<file path="src/rtl/noc_tg_pkg.sv">
// Shared types and constants for the NoC traffic generator endpoint.
package noc_tg_pkg;

  typedef enum logic [1:0] {IDLE, SEND, FINISHED} tg_state_t;
  typedef enum logic {PAT_RANDOM, PAT_NEIGHBOUR} tg_pattern_t;

  localparam logic [15:0] LFSR_SEED = 16'hACE1;
  // Galois form of x^16+x^14+x^13+x^11+1, right-shifting
  localparam logic [15:0] LFSR_TAPS = 16'hB400;

  // Flit layout: dest in the top AddressWidth bits, src just below the payload MSB
  function automatic int dest_msb(input int total_width);
    return total_width - 1;
  endfunction

  function automatic int src_msb(input int data_width);
    return data_width - 1;
  endfunction

  function automatic logic [31:0] sat_inc(input logic [31:0] v);
    return (v == 32'hFFFF_FFFF) ? v : v + 32'd1;
  endfunction

endpackage

</file>
<file path="src/rtl/noc_tg_lfsr16.sv">
// 16-bit Galois LFSR; reset loads the seed, step advances one position.
// state_nxt is the combinational successor so the caller can look one step ahead.
module noc_tg_lfsr16
  import noc_tg_pkg::*;
(
  input  logic        clk,
  input  logic        rst,
  input  logic [15:0] seed,
  input  logic        step,
  output logic [15:0] state,
  output logic [15:0] state_nxt
);

  always_comb begin
    state_nxt = {1'b0, state[15:1]};
    if (state[0]) state_nxt = state_nxt ^ LFSR_TAPS;
  end

  always_ff @(posedge clk) begin
    if (!rst)      state <= seed;
    else if (step) state <= state_nxt;
  end

endmodule

</file>
<file path="src/rtl/noc_traffic_gen.sv">
// Synthetic PE endpoint: injects addressed, sequenced flits (registered, 1 flit/cycle,
// held stable under backpressure) and always sinks delivered flits, with saturating counters.
module noc_traffic_gen
  import noc_tg_pkg::*;
#(
  parameter int    address      = 0,
  parameter int    numPE        = 4,
  parameter int    AddressWidth = $clog2(numPE),
  parameter int    DataWidth    = 32,
  parameter int    TotalWidth   = DataWidth + AddressWidth,
  parameter int    PktLimit     = 100,
  parameter string Pattern      = "RANDOM"
) (
  input  logic                  clk,
  input  logic                  rst,
  output logic [TotalWidth-1:0] o_data,
  output logic                  o_data_valid,
  input  logic                  i_data_ready,
  input  logic [TotalWidth-1:0] i_data,
  input  logic                  i_data_valid,
  output logic                  o_data_ready,
  input  logic                  done,
  output logic [31:0]           o_sent_cnt,
  output logic [31:0]           o_recv_cnt,
  output logic [31:0]           o_err_cnt
);

  localparam int DEST_MSB = dest_msb(TotalWidth);
  localparam int SRC_MSB  = src_msb(DataWidth);
  localparam int SEQ_W    = DataWidth - AddressWidth;
  localparam tg_pattern_t PAT = (Pattern == "NEIGHBOUR") ? PAT_NEIGHBOUR : PAT_RANDOM;
  localparam logic [AddressWidth-1:0] MY_ADDR   = AddressWidth'(address);
  localparam logic [AddressWidth-1:0] NEXT_ADDR = MY_ADDR + AddressWidth'(1);

  tg_state_t          state;
  logic [SEQ_W-1:0]   seq_q;
  logic [15:0]        lfsr;
  logic [15:0]        lfsr_nxt;
  logic               inj_hs;
  logic               rx_hs;
  logic               last_pkt;
  logic               rx_unused;

  assign inj_hs    = o_data_valid && i_data_ready;
  assign rx_hs     = i_data_valid && o_data_ready;
  assign last_pkt  = ({1'b0, o_sent_cnt} + 33'd1) == 33'(PktLimit);
  assign rx_unused = ^i_data[DEST_MSB-AddressWidth:0];

  noc_tg_lfsr16 u_lfsr (
    .clk       (clk),
    .rst       (rst),
    .seed      (LFSR_SEED ^ 16'(address)),
    .step      (inj_hs),
    .state     (lfsr),
    .state_nxt (lfsr_nxt)
  );

  // Self-addressed destinations are remapped to the neighbour
  function automatic logic [AddressWidth-1:0] pick_dest(input logic [15:0] l);
    logic [AddressWidth-1:0] d;
    d = l[AddressWidth-1:0];
    if (PAT == PAT_NEIGHBOUR || d == MY_ADDR) d = NEXT_ADDR;
    return d;
  endfunction

  function automatic logic [TotalWidth-1:0] make_flit(input logic [AddressWidth-1:0] dst,
                                                      input logic [SEQ_W-1:0] seq);
    logic [TotalWidth-1:0] f;
    f = '0;
    f[DEST_MSB -: AddressWidth] = dst;
    f[SRC_MSB -: AddressWidth]  = MY_ADDR;
    f[SEQ_W-1:0]                = seq;
    return f;
  endfunction

  always_ff @(posedge clk) begin
    if (!rst) begin
      state        <= IDLE;
      o_data       <= '0;
      o_data_valid <= 1'b0;
      o_data_ready <= 1'b0;
      o_sent_cnt   <= '0;
      seq_q        <= '0;
    end else begin
      o_data_ready <= 1'b1;
      case (state)
        IDLE: state <= (PktLimit > 0 && !done) ? SEND : FINISHED;
        SEND: begin
          if (!o_data_valid) begin
            if (done) state <= FINISHED;
            else begin
              o_data       <= make_flit(pick_dest(lfsr), seq_q);
              o_data_valid <= 1'b1;
            end
          end else if (i_data_ready) begin
            o_sent_cnt <= sat_inc(o_sent_cnt);
            seq_q      <= seq_q + SEQ_W'(1);
            if (last_pkt || done) begin
              o_data_valid <= 1'b0;
              state        <= FINISHED;
            end else begin
              // Next flit uses the post-step LFSR so injection stays back-to-back
              o_data <= make_flit(pick_dest(lfsr_nxt), seq_q + SEQ_W'(1));
            end
          end
        end
        default: o_data_valid <= 1'b0;
      endcase
    end
  end

  always_ff @(posedge clk) begin
    if (!rst) begin
      o_recv_cnt <= '0;
      o_err_cnt  <= '0;
    end else if (rx_hs) begin
      o_recv_cnt <= sat_inc(o_recv_cnt);
      if (i_data[DEST_MSB -: AddressWidth] != MY_ADDR) o_err_cnt <= sat_inc(o_err_cnt);
    end
  end

endmodule

</file>
<file path="config.mk">
export PLATFORM = sky130hd
export DESIGN_NAME = noc_traffic_gen
export DESIGN_NICKNAME = d
export VERILOG_FILES = /design/src/rtl/noc_tg_pkg.sv /design/src/rtl/noc_tg_lfsr16.sv /design/src/rtl/noc_traffic_gen.sv
export SDC_FILE = /design/constraint.sdc
export NUM_CORES = 1
export LEC_CHECK = 0
export CAP_MARGIN = 20
export CELL_PAD_IN_SITES_DETAIL_PLACEMENT = 1
export CELL_PAD_IN_SITES_GLOBAL_PLACEMENT = 2
export CORE_MARGIN = 1
export CORE_UTILIZATION = 31
export CTS_CLUSTER_DIAMETER = 40
export DETAILED_ROUTE_END_ITERATION = 10
export GPL_TIMING_DRIVEN = 0
export PLACE_DENSITY_LB_ADDON = 0.1
export REMOVE_ABC_BUFFERS = 1
export SLEW_MARGIN = 10
export SYNTH_ARGS = -nofsm -noshare
export SYNTH_HDL_FRONTEND = slang
export SYNTH_SLANG_ARGS = --single-unit
</file>
<file path="constraint.sdc">
create_clock -name clk -period 3.3 [get_ports clk]
set_input_delay 0.66 -clock clk [delete_from_list [all_inputs] [get_ports clk]]
set_output_delay 0.66 -clock clk [all_outputs]
set_load 0.03 [all_outputs]
</file>
==> results of run 1 <==
-- power by group through the flow --
stage               logic [uW]  registers, uW  clock network (uW)
floorplan                 43.4           2220                   0
global placement           125           2220                   0
detailed placement         123           2220                   0
CTS                        124           2170                2180
global route               132           2170                2270
finish                     119           2170                2100
-- through the flow --
step / hold WS, ns / std cells / power [uW] / util / setup TNS (ns)
final: 0.458 / 1568 / 4380 / 0.397 / 0
after global routing: 0.478 / 1568 / 4570 / 0.397 / 0
after CTS: 0.462 / 1563 / 4480 / 0.395 / 0
after detailed placement: 0.446 / 1531 / 2340 / 0.373 / -8.82
after global placement: 0.442 / 1526 / 2340 / 0.370 / -614.74
after floorplan: 0.438 / 1006 / 2270 / - / -9.62
-- cell type report --
| type | count | area (um2) |
|---|---|---|
| Clock buffer | 17 | 425 |
| Clock inverter | 15 | 183 |
| Fill cell | 3373 | 17300 |
| Inverter | 13 | 48.8 |
| Multi-Input combinational cell | 815 | 5220 |
| Sequential cell | 178 | 3570 |
| Tap cell | 384 | 480 |
| Timing Repair Buffer | 146 | 1480 |
-- cell usage in the layout (no fill, tap or decap), types with 4 or more instances in the layout --
cell type          n
a21boi_0          30
a21oi_1            7
and2_1           105
and3_1            21
and4_1             7
buf_4              6
clkbuf_16         17
clkdlybuf4s50_1  135
dfxtp_1          175
ha_1               4
inv_1             13
inv_6              6
mux2i_1           36
nand2_1          177
nand2b_1           6
nand3_1           58
nand4_1           45
nor2_1            36
nor2b_1            8
nor3_1            20
nor3_2             4
nor4_1             6
nor4_4             4
o211ai_1           6
o21ai_0           25
or3_1             21
xnor2_1          104
xor2_1            36
-- sequential cells by signal (all words and copies together) (netlist names) --
| signal | cells |
|---|---|
| u_lfsr.state | 16 |
| state | 2 |
| o_data | 32 |
| o_recv_cnt | 32 |
| o_sent_cnt | 32 |
| o_data_ready | 1 |
| o_err_cnt | 32 |
| seq_q | 30 |
| o_data_valid | 1 |
-- cells in the mapped netlist (all sizes together) (7+ instances only) --
library cell	n
nand2	179
dfxtp	178
and2	105
xnor2	104
nand3	59
clkbuf	48
nand4	46
mux2i	36
nor2	36
xor2	36
a21boi	31
o21ai	25
nor3	24
or3	23
and3	21
buf	14
inv	13
nor4	11
a21oi	8
nor2b	8
and4	7
-- cell families after synthesis --
kind of cell | after synthesis
buffers and inverters | 75
AOI/OAI and AO/OA | 89
muxes | 38
other | 1
and+or+nand+nor | 541
xor gates and xnor gates | 140
DFF | 178
adders and majority gates | 5
-- path summary, 6_finish.rpt --
kind	endpoint	slack [ns]	start
worst min register to register	o_data[11]$_SDFFE_PN0P_	0.46	o_data[11]$_SDFFE_PN0P_
worst min-delay path	o_data[11]$_SDFFE_PN0P_	0.46	o_data[11]$_SDFFE_PN0P_
worst max register to register	o_data[13]$_SDFFE_PN0P_	0.22	o_sent_cnt[2]$_SDFFE_PN0P_
worst max-delay path	o_data[13]$_SDFFE_PN0P_	0.22	o_sent_cnt[2]$_SDFFE_PN0P_
-- critical path, cell delays in order, from the launching register on --
cell       delay (ns)
dfxtp_1          0.58
nand3_2          0.28
or3_4            0.49
a2111oi_2        0.30
o2111ai_1        0.17
a211oi_2         0.31
nand4_1          0.15
and3b_4          0.31
buf_12           0.20
mux2i_1          0.13
-- layer usage --
metal	vias to the layer above	track usage
li1	3831	-
met1	3600	0.216
met2	98	0.260
met3	16	0.0295
met4	0	0.0402
met5	-	0
-- repair_timing --
item                                    4_1_cts  5_1_grt
pin swaps                                     0        2
endpoints found under the setup margin       33       22
gates resized for setup                       7        6
setup buffers                                 0        5
==> metrics.md, run 1 <==
| Metric | Value |
|---|---|
| Clk network pwr share | 0.479 |
| Layout overhead on the synthesized area | 25.7% |
| Avg WL per Cell | around 15 um |
| All-layer global routing usage | 0.159 |
| Total wire length | 23.3 mm |
| Largest area contributor in the netlist | dfxtp_1 |
| Reg clk slew, reported paths | around 0.070 ns |
| Top sig layer | met4 |
| Achievable Freq | between 300 and 400 MHz |
| Synth Area in Simple Gates | 0.314 |
| Antenna diodes | 0 |
| WP data required | ~3.6 ns |
| Worst Max-Slew Pin Slew | about 0.83 ns |
| Post-Synth XOR/XNOR Area | 0.135 |
| Clock Path Buffers | 2 |
| Logic gate share of total power | 0.027 |
| First-pass GRT wire length | 39.5 mm |
| Post-synth cell types | 65 |
| HP Class | reg -> reg |
| Register area share after synthesis | 0.393 |
| Critical path type | reg -> reg |
| Slew Viols, Final | 0 |
| Mux contribution to synthesized area | 0.0426 |
| Number of synthesized register bits | around 180 |
| Pleak | 0.00396 uW |
| Worst vdd ir | between 0.3 and 0.4 mV |
| GPL Wtd Cong | 0.727 |
| Final Cell Area | about 11000 um2 |
| Largest family of logic cells by synthesized area | simple AND/OR/NAND/NOR gates |
| Worst reg2reg path depth | 9 |
| Die X | around 170 um |
| Sw frac | 0.249 |
| Num Clock Sinks | around 180 |
| Placed Area | 10700 um2 |
| Gate Count Post-Synth | 1067 |
| Area of the core | approximately 29000 um2 |
| Antenna violations before repair | 0 |
| Post-route DRC | 0 |
| Met1 WL | about 12 mm |
| Share of the synthesized area in the top cell type | 0.393 |
| Max-cap violations | 0 |
| WL met2 | about 10 mm |
| Number of global-route vias before repair | 7590 |
| Worst setup SP type | flip-flop |
| Run status | finished clean |
| Post-route ant nets | 0 |
| Share of cells above drive strength 1 | 0.0633 |
| Chip Height | between 150 and 200 um |
| Reg power frac | 0.494 |
| # H-tree levels | 4 |
| Worst-path fanout max | 20 |
| WL met3 | around 650 um |
| Async set-reset flop share out of synthesis | 0 |
| Skew final | ~0.019 ns |
| RSZ-0062 raised after global routing | false |
| # hold bufs at CTS | 0 |
| CTS tree | built |
| Synthesized-area fraction occupied by ao, oa, aoi and oai cells | 0.0694 |
| Hold depth | 2 |
| Final hold vios | 0 |
| Setup ws final | between 0.2 and 0.25 ns |
| Netlist Area Pre-Place | around 9100 um2 |
| I/O pin count | about 170 |
| Drt pass-1 iters | 4 |
| Fin crit share | 0.932 |
| Avg Inst Size Synth | about 8.5 um2 |
| Cell row count | just over 60 |
| DRC marker count from the first detailed-route iteration | 357 |
| Final HPWL DP | between 15 and 20 mm |
| Psw | between 1000 and 1500 uW |
| Final setup vio count | 0 |
| CP endpoint kind | flip-flop |
| Clk Latency, worst-skew pair | between 0.4 and 0.5 ns |
| Post-DR vias/cell | between 4 and 5 |
| Clock root buffer | clkbuf_16 |
| Initial Util | 0.316 |
| Count of input and output buffers | roughly 140 |
| Worst slew margin | 0.446 |
| EDFF count, synth | 0 |
| Final #Nets | ~1.2k |
| Grt total ovfl | 0 |
| Warnings from Yosys | 0 |
| Worst slack, placed | -0.591 ns |
| P_int | about 3300 uW |
| Largest net degree at the start of global routing | 140 |
| Clock buffers created by TritonCTS | 17 |
| Synth Area in Adders | 0.00690 |
| Pwr dens | about 380 nW/um2 |
| CP arrival | about 3.4 ns |
| Via count | 7545 |
| Die area | 29900 um2 |
| Top_reg_cell synth | dfxtp_1 |
| Largest cells by area after synthesis | dfxtp_1 39%, xnor2_1 10%, nand2_1 7.4% |
| Min Tclk post-route | slightly above 3 ns |
No activity file was read; power rests on OpenSTA's default activity.
==> inputs of run 2 (changes only) <==
Settings changed: CORE_UTILIZATION 31 to 32, SYNTH_HIERARCHICAL set to 1.
==> run 2 against run 1 <==
  * Global-route usage up 1.2 points
  * Largest power group unchanged
  * Sequential share of layout area up 1.1 points
  * Clock skew down 0.0027 ns
  * Critical endpoint is now o_data[22]$_SDFFE_PN0P_
  * Sequential power up 2%
  * Largest cell class unchanged
  * Utilization up 1.3 points
  * Wire length up 3.8%
  * Total power up 0.45%
  * Fmax up 3.0%
  * Non-clock buffer count up 6
  * Cell area up 0.72%
==> metrics.md, run 2 <==
| Metric | Value |
|---|---|
| Run status | finished clean |
| Largest net degree at the start of global routing | between 70 and 80 |
| Post-DR vias/cell | between 4 and 5 |
| Clk Latency, worst-skew pair | ~0.43 ns |
| Skew final | ~0.016 ns |
| Number of global-route vias before repair | 7693 |
| Clock buffers created by TritonCTS | 17 |
| Min Tclk post-route | 2.99 ns |
| CTS tree | built |
| Avg WL per Cell | roughly 15 um |
| Worst slew margin | 0.454 |
| Worst Max-Slew Pin Slew | 0.820 ns |
| Commonest non-fill, non-tap cell in the layout | dfxtp_1 |
| Achievable Freq | between 300 and 400 MHz |
| Die area | about 30000 um2 |
| All-layer global routing usage | 0.171 |
| R2R Setup Slk | around 0.31 ns |
| Critical path type | reg -> reg |
| Share of cells above drive strength 1 | 0.0776 |
| Worst reg2reg path depth | 10 |
| Post-route ant nets | 0 |
| FF-to-FF End | o_data[22]$_SDFFE_PN0P_ |
| Clock root buffer | clkbuf_16 |
| Die X | around 170 um |
| Initial Util | 0.328 |
| Worst hold path startpoint | o_data[0]$_SDFFE_PN0P_ |
| Worst setup SP type | flip-flop |
| I/O pin count | between 150 and 200 |
| Final setup vio count | 0 |
| Clock Path Buffers | 2 |
| CP endpoint | o_data[22]$_SDFFE_PN0P_ |
| Most frequent cells in the layout | 161 x dfxtp_1, 135 x clkdlybuf4s50_1, 130 x nor2_1, 130 x nand2_1, 68 x xnor2_1 |
| DRC marker count from the first detailed-route iteration | 317 |
| Grt total ovfl | 0 |
| Pleak | about 0.0040 uW |
| Count of input and output buffers | ~140 |
| HP Class | reg -> reg |
| # H-tree levels | 4 |
| Crit. Startpoint | o_sent_cnt[0]$_SDFFE_PN0P_ |
| Slew Viols, Final | 0 |
| Final HPWL DP | about 17 mm |
| Worst vdd ir | ~0.27 mV |
| Worst-path fanout max | 19 |
| First-pass GRT wire length | between 40 and 50 mm |
| Post-route DRC | 0 |
| Chip Height | about 170 um |
| Num Clock Sinks | approximately 180 |
| Drt pass-1 iters | 4 |
| Final #Nets | around 1.2k |
| Critical R2R Launch | o_sent_cnt[0]$_SDFFE_PN0P_ |
| Fin crit share | 0.905 |
| Multi-input logic area | 5090 um2 |
| Antenna violations before repair | 0 |
| Netlist Area Pre-Place | about 9000 um2 |
| CP endpoint kind | flip-flop |
| Via count | 7726 |
| Warnings from Yosys | 6 |
| Reg clk slew, reported paths | about 0.08 ns |
| WP data required | ~3.7 ns |
| Pwr dens | about 380 nW/um2 |
| CP arrival | about 3.4 ns |
| Total wire length | approximately 24 mm |
| GPL Wtd Cong | 0.728 |
| Register area | approximately 3700 um2 |
| RSZ-0062 raised after global routing | false |
| Setup Total Neg Slack | 0 ns |
| Fillers | around 3.3k |
| Area of the core | around 28000 um2 |
| Avg Inst Size Synth | around 8.7 um2 |
| Final hold vios | 0 |
| Layout overhead on the synthesized area | 24.9% |
| Antenna diodes | 0 |
| Max-cap violations | 0 |
| # hold bufs at CTS | 0 |
| Placed Area | 10800 um2 |
| Gate Count Post-Synth | ~1.1k |
| Final Cell Area | 11500 um2 |
| Cell row count | between 60 and 70 |
[run 2: worst min-delay path by stage]
stage | endpoint | slack [ns] | cells after the start
finish | o_data[0]$_SDFFE_PN0P_ | 0.46 | 2
global route | o_data[25]$_SDFFE_PN0P_ | 0.48 | 2
CTS | o_data[0]$_SDFFE_PN0P_ | 0.46 | 2
detailed placement | o_data[0]$_SDFFE_PN0P_ | 0.45 | 2
global placement | o_data[8]$_SDFFE_PN0P_ | 0.45 | 2
floorplan | seq_q[22]$_SDFFE_PN0P_ | 0.46 | 2
[run 2: report_power, final]
| part | total, uW | switching, uW | internal, uW |
|---|---|---|---|
| logic | 169 | 102 | 67.7 |
| clock network | 2010 | 1010 | 1000 |
| registers | 2220 | 18.7 | 2210 |
| total | 4400 | 1130 | 3280 |
[run 2: what timing repair did]
item,4_1_cts,5_1_grt
cloned,0,0
pin swaps,1,2
resized for setup,4,2
setup buffers,2,8
endpoints found under the setup margin,59,35
[run 2: critical path, stage by stage (launching register included)]
cell and delay (ns):
dfxtp_1 0.51, ha_4 0.27, nand4_4 0.16, nor4_2 0.51, and3_1 0.24, o211ai_1 0.15, nor3_2 0.20, a31oi_2 0.14
o211ai_4 0.30, buf_12 0.22, mux2i_1 0.20
[run 2: layer usage]
layer / global-route usage / part of all wire
met1: 0.227 / 0.50
met2: 0.287 / 0.47
met3: 0.0290 / 0.025
met4: 0.0384 / 0.0080
met5: 0 / 0
[run 2: layout make-up]
type / instances / share of cell area
timing repair buffer: 152 / 0.135
tap: 378 / 0.0412
multi-input combinational: 816 / 0.443
clock inverter: 15 / 0.0124
sequential: 178 / 0.324
inverter: 20 / 0.00697
clock buffer: 17 / 0.0370
[run 2: through the flow]
step | utilization | hold WS, ns | power [uW] | setup WS (ns) | std cells
floorplan | - | 0.458 | 2360 | -0.147 | 1014
global placement | 0.381 | 0.450 | 2440 | -4.40 | 1528
detailed placement | 0.385 | 0.453 | 2440 | -0.478 | 1534
CTS | 0.407 | 0.465 | 4490 | 0.0979 | 1568
global route | 0.410 | 0.480 | 4580 | 0.0155 | 1576
finish | 0.410 | 0.459 | 4400 | 0.312 | 1576
==> inputs of run 3 (changes only) <==
Settings changed: GPL_ROUTABILITY_DRIVEN set to 1, REMOVE_ABC_BUFFERS 1 to not set.
==> run 3 against run 2 <==
  * Largest power group unchanged
  * Critical path depth unchanged
  * Sequential power about the same
  * Fmax decreased by 4.1%
  * Sequential cell count unchanged
  * Setup slack got worse by 0.13 ns
  * Count of clock-buffer cells in the layout increased by 1
  * Via count increased by 1.2%
  * Die area unchanged
  * Clock skew decreased by 0.0028 ns
  * Cell area increased by 2.0%
  * Critical path type unchanged
  * First-iteration DRC count decreased by 8.5%
  * Utilization increased by 0.82 points
  * Highest routed layer unchanged
==> metrics.md, run 3 (synthesis results as in run 2) <==
| Metric | Value |
|---|---|
| Die X | about 170 um |
| Worst slew margin | 0.411 |
| Non-filler cells, final | 1623 |
| Post-DR vias/cell | between 4 and 5 |
| Setup ws final | approximately 0.19 ns |
| Via count | 7819 |
| Num Clock Sinks | 178 |
| Clk Latency, worst-skew pair | about 0.43 ns |
| Achievable Freq | between 300 and 400 MHz |
| WP data required | 3.65 ns |
| Clock buffers created by TritonCTS | 17 |
| Cell row count | 61 |
| Post-route worst hold slack | ~0.46 ns |
| Commonest non-fill, non-tap cell in the layout | dfxtp_1 |
| Pwr dens | 380 nW/um2 |
| CP endpoint kind | flip-flop |
| Final setup vio count | 0 |
| Share of cells above drive strength 1 | 0.0779 |
| # hold bufs at CTS | 0 |
| Run status | finished clean |
| Final hold vios | 0 |
| Count of input and output buffers | about 140 |
| Placed Cells | approximately 1.6k |
| Worst vdd ir | ~0.23 mV |
| Pleak | 0.00415 uW |
| Avg WL per Cell | between 15 and 20 um |
| # H-tree levels | 4 |
| Fin crit share | 0.944 |
| Total wire length | about 26 mm |
| HP Class | reg -> reg |
| GPL Wtd Cong | 0.791 |
| Worst slack, placed | about 0.043 ns |
| Post-route DRC | 0 |
| CP cell instances | nand4_1, nor4_1, mux2i_1, o211ai_1, nor3_2, a31oi_2, o211ai_4, buf_12, buf_12, mux2i_1 |
| Most frequent cells in the layout | 162 x dfxtp_1, 136 x clkdlybuf4s50_1, 130 x nor2_1, 130 x nand2_1, 68 x xnor2_1 |
| DRC marker count from the first detailed-route iteration | slightly below 300 |
| Min Tclk post-route | 3.11 ns |
| Final #Nets | ~1.3k |
| Setup Total Neg Slack | 0 ns |
| Final HPWL DP | between 15 and 20 mm |
| Number of global-route vias before repair | roughly 7.9k |
| Antenna diodes | 0 |
| Worst setup SP type | flip-flop |
| Grt total ovfl | 0 |
| All-layer global routing usage | 0.182 |
| CP top delay family | simple AND/OR/NAND/NOR gates |
| CTS tree | built |
| Reg clk slew, reported paths | approximately 0.080 ns |
| Clock Path Buffers | 2 |
| Critical path type | reg -> reg |
| CP arrival | around 3.5 ns |
| Clock root buffer | clkbuf_16 |
| Die area | 29400 um2 |
| Drt pass-1 iters | 4 |
| Worst Max-Slew Pin Slew | 0.877 ns |
| Slew Viols, Final | 0 |
| Slowest stage delay, CP | roughly 0.57 ns |
| Slowest library cell on the worst path | nor4_1 |
| RSZ-0062 raised after global routing | false |
| Antenna violations before repair | 0 |
| Post-route ant nets | 0 |
| I/O pin count | between 150 and 200 |
| Area of the core | between 20000 and 30000 um2 |
| Skew final | around 0.013 ns |
| Initial Util | 0.328 |
| Chip Height | 172 um |
| Worst Path Buf+Inv | 2 |
| Worst-path fanout max | 10 |
| Max-cap violations | 0 |
| Largest net degree at the start of global routing | 19 |
| First-pass GRT wire length | 42.2 mm |
| Layout overhead on the synthesized area | 27.4% |
run 3: cell type report:
cell class	count	area [um2]
Buffer	60	417
Clock buffer	18	439
Clock inverter	14	144
Fill cell	3324	16300
Inverter	20	75.1
Multi-Input combinational cell	816	5040
Sequential cell	178	3720
Tap cell	378	473
Timing Repair Buffer	139	1400
run 3: worst min-delay path, delay by kind of cell (launching register included):
family	cells	cell delay (ns)
muxes	1	0.05
DFF	1	0.31
and+or+nand+nor	1	0.05
run 3: power breakdown:
group	total, uW	internal (uW)	switching [uW]
Clock	2040	1030	1010
Combinational	193	80.6	112
Sequential	2220	2210	16.2
run 3: worst paths after layout:
check	start	end	slack, ns	cells after the start
max reg2reg	o_sent_cnt[4]$_SDFFE_PN0P_	o_data[8]$_SDFFE_PN0P_	0.19	10
min	o_data[21]$_SDFFE_PN0P_	o_data[21]$_SDFFE_PN0P_	0.46	2
max	o_sent_cnt[4]$_SDFFE_PN0P_	o_data[8]$_SDFFE_PN0P_	0.19	10
min reg2reg	o_data[21]$_SDFFE_PN0P_	o_data[21]$_SDFFE_PN0P_	0.46	2
run 3: timing repair:
item / in CTS / in global routing
buffers inserted: 0 / 3
setup endpoints to repair: 0 / 45
gates resized for setup: 0 / 1
run 3: metrics by stage:
step	util	total power [uW]	instance area, um2
global route	0.418	4650	11700
global placement	0.396	2460	11100
CTS	0.417	4540	11700
floorplan	-	2400	9260
finish	0.418	4450	11700
detailed placement	0.396	2470	11100
run 3: routing by layer:
metal | routed length, um | global-route usage | vias up
met2 | 12200 | 0.299 | 106
met5 | 0 | 0 | -
met1 | 12400 | 0.240 | 3726
met4 | 200 | 0.0439 | 0
met3 | 1160 | 0.0433 | 11
li1 | - | - | 3976
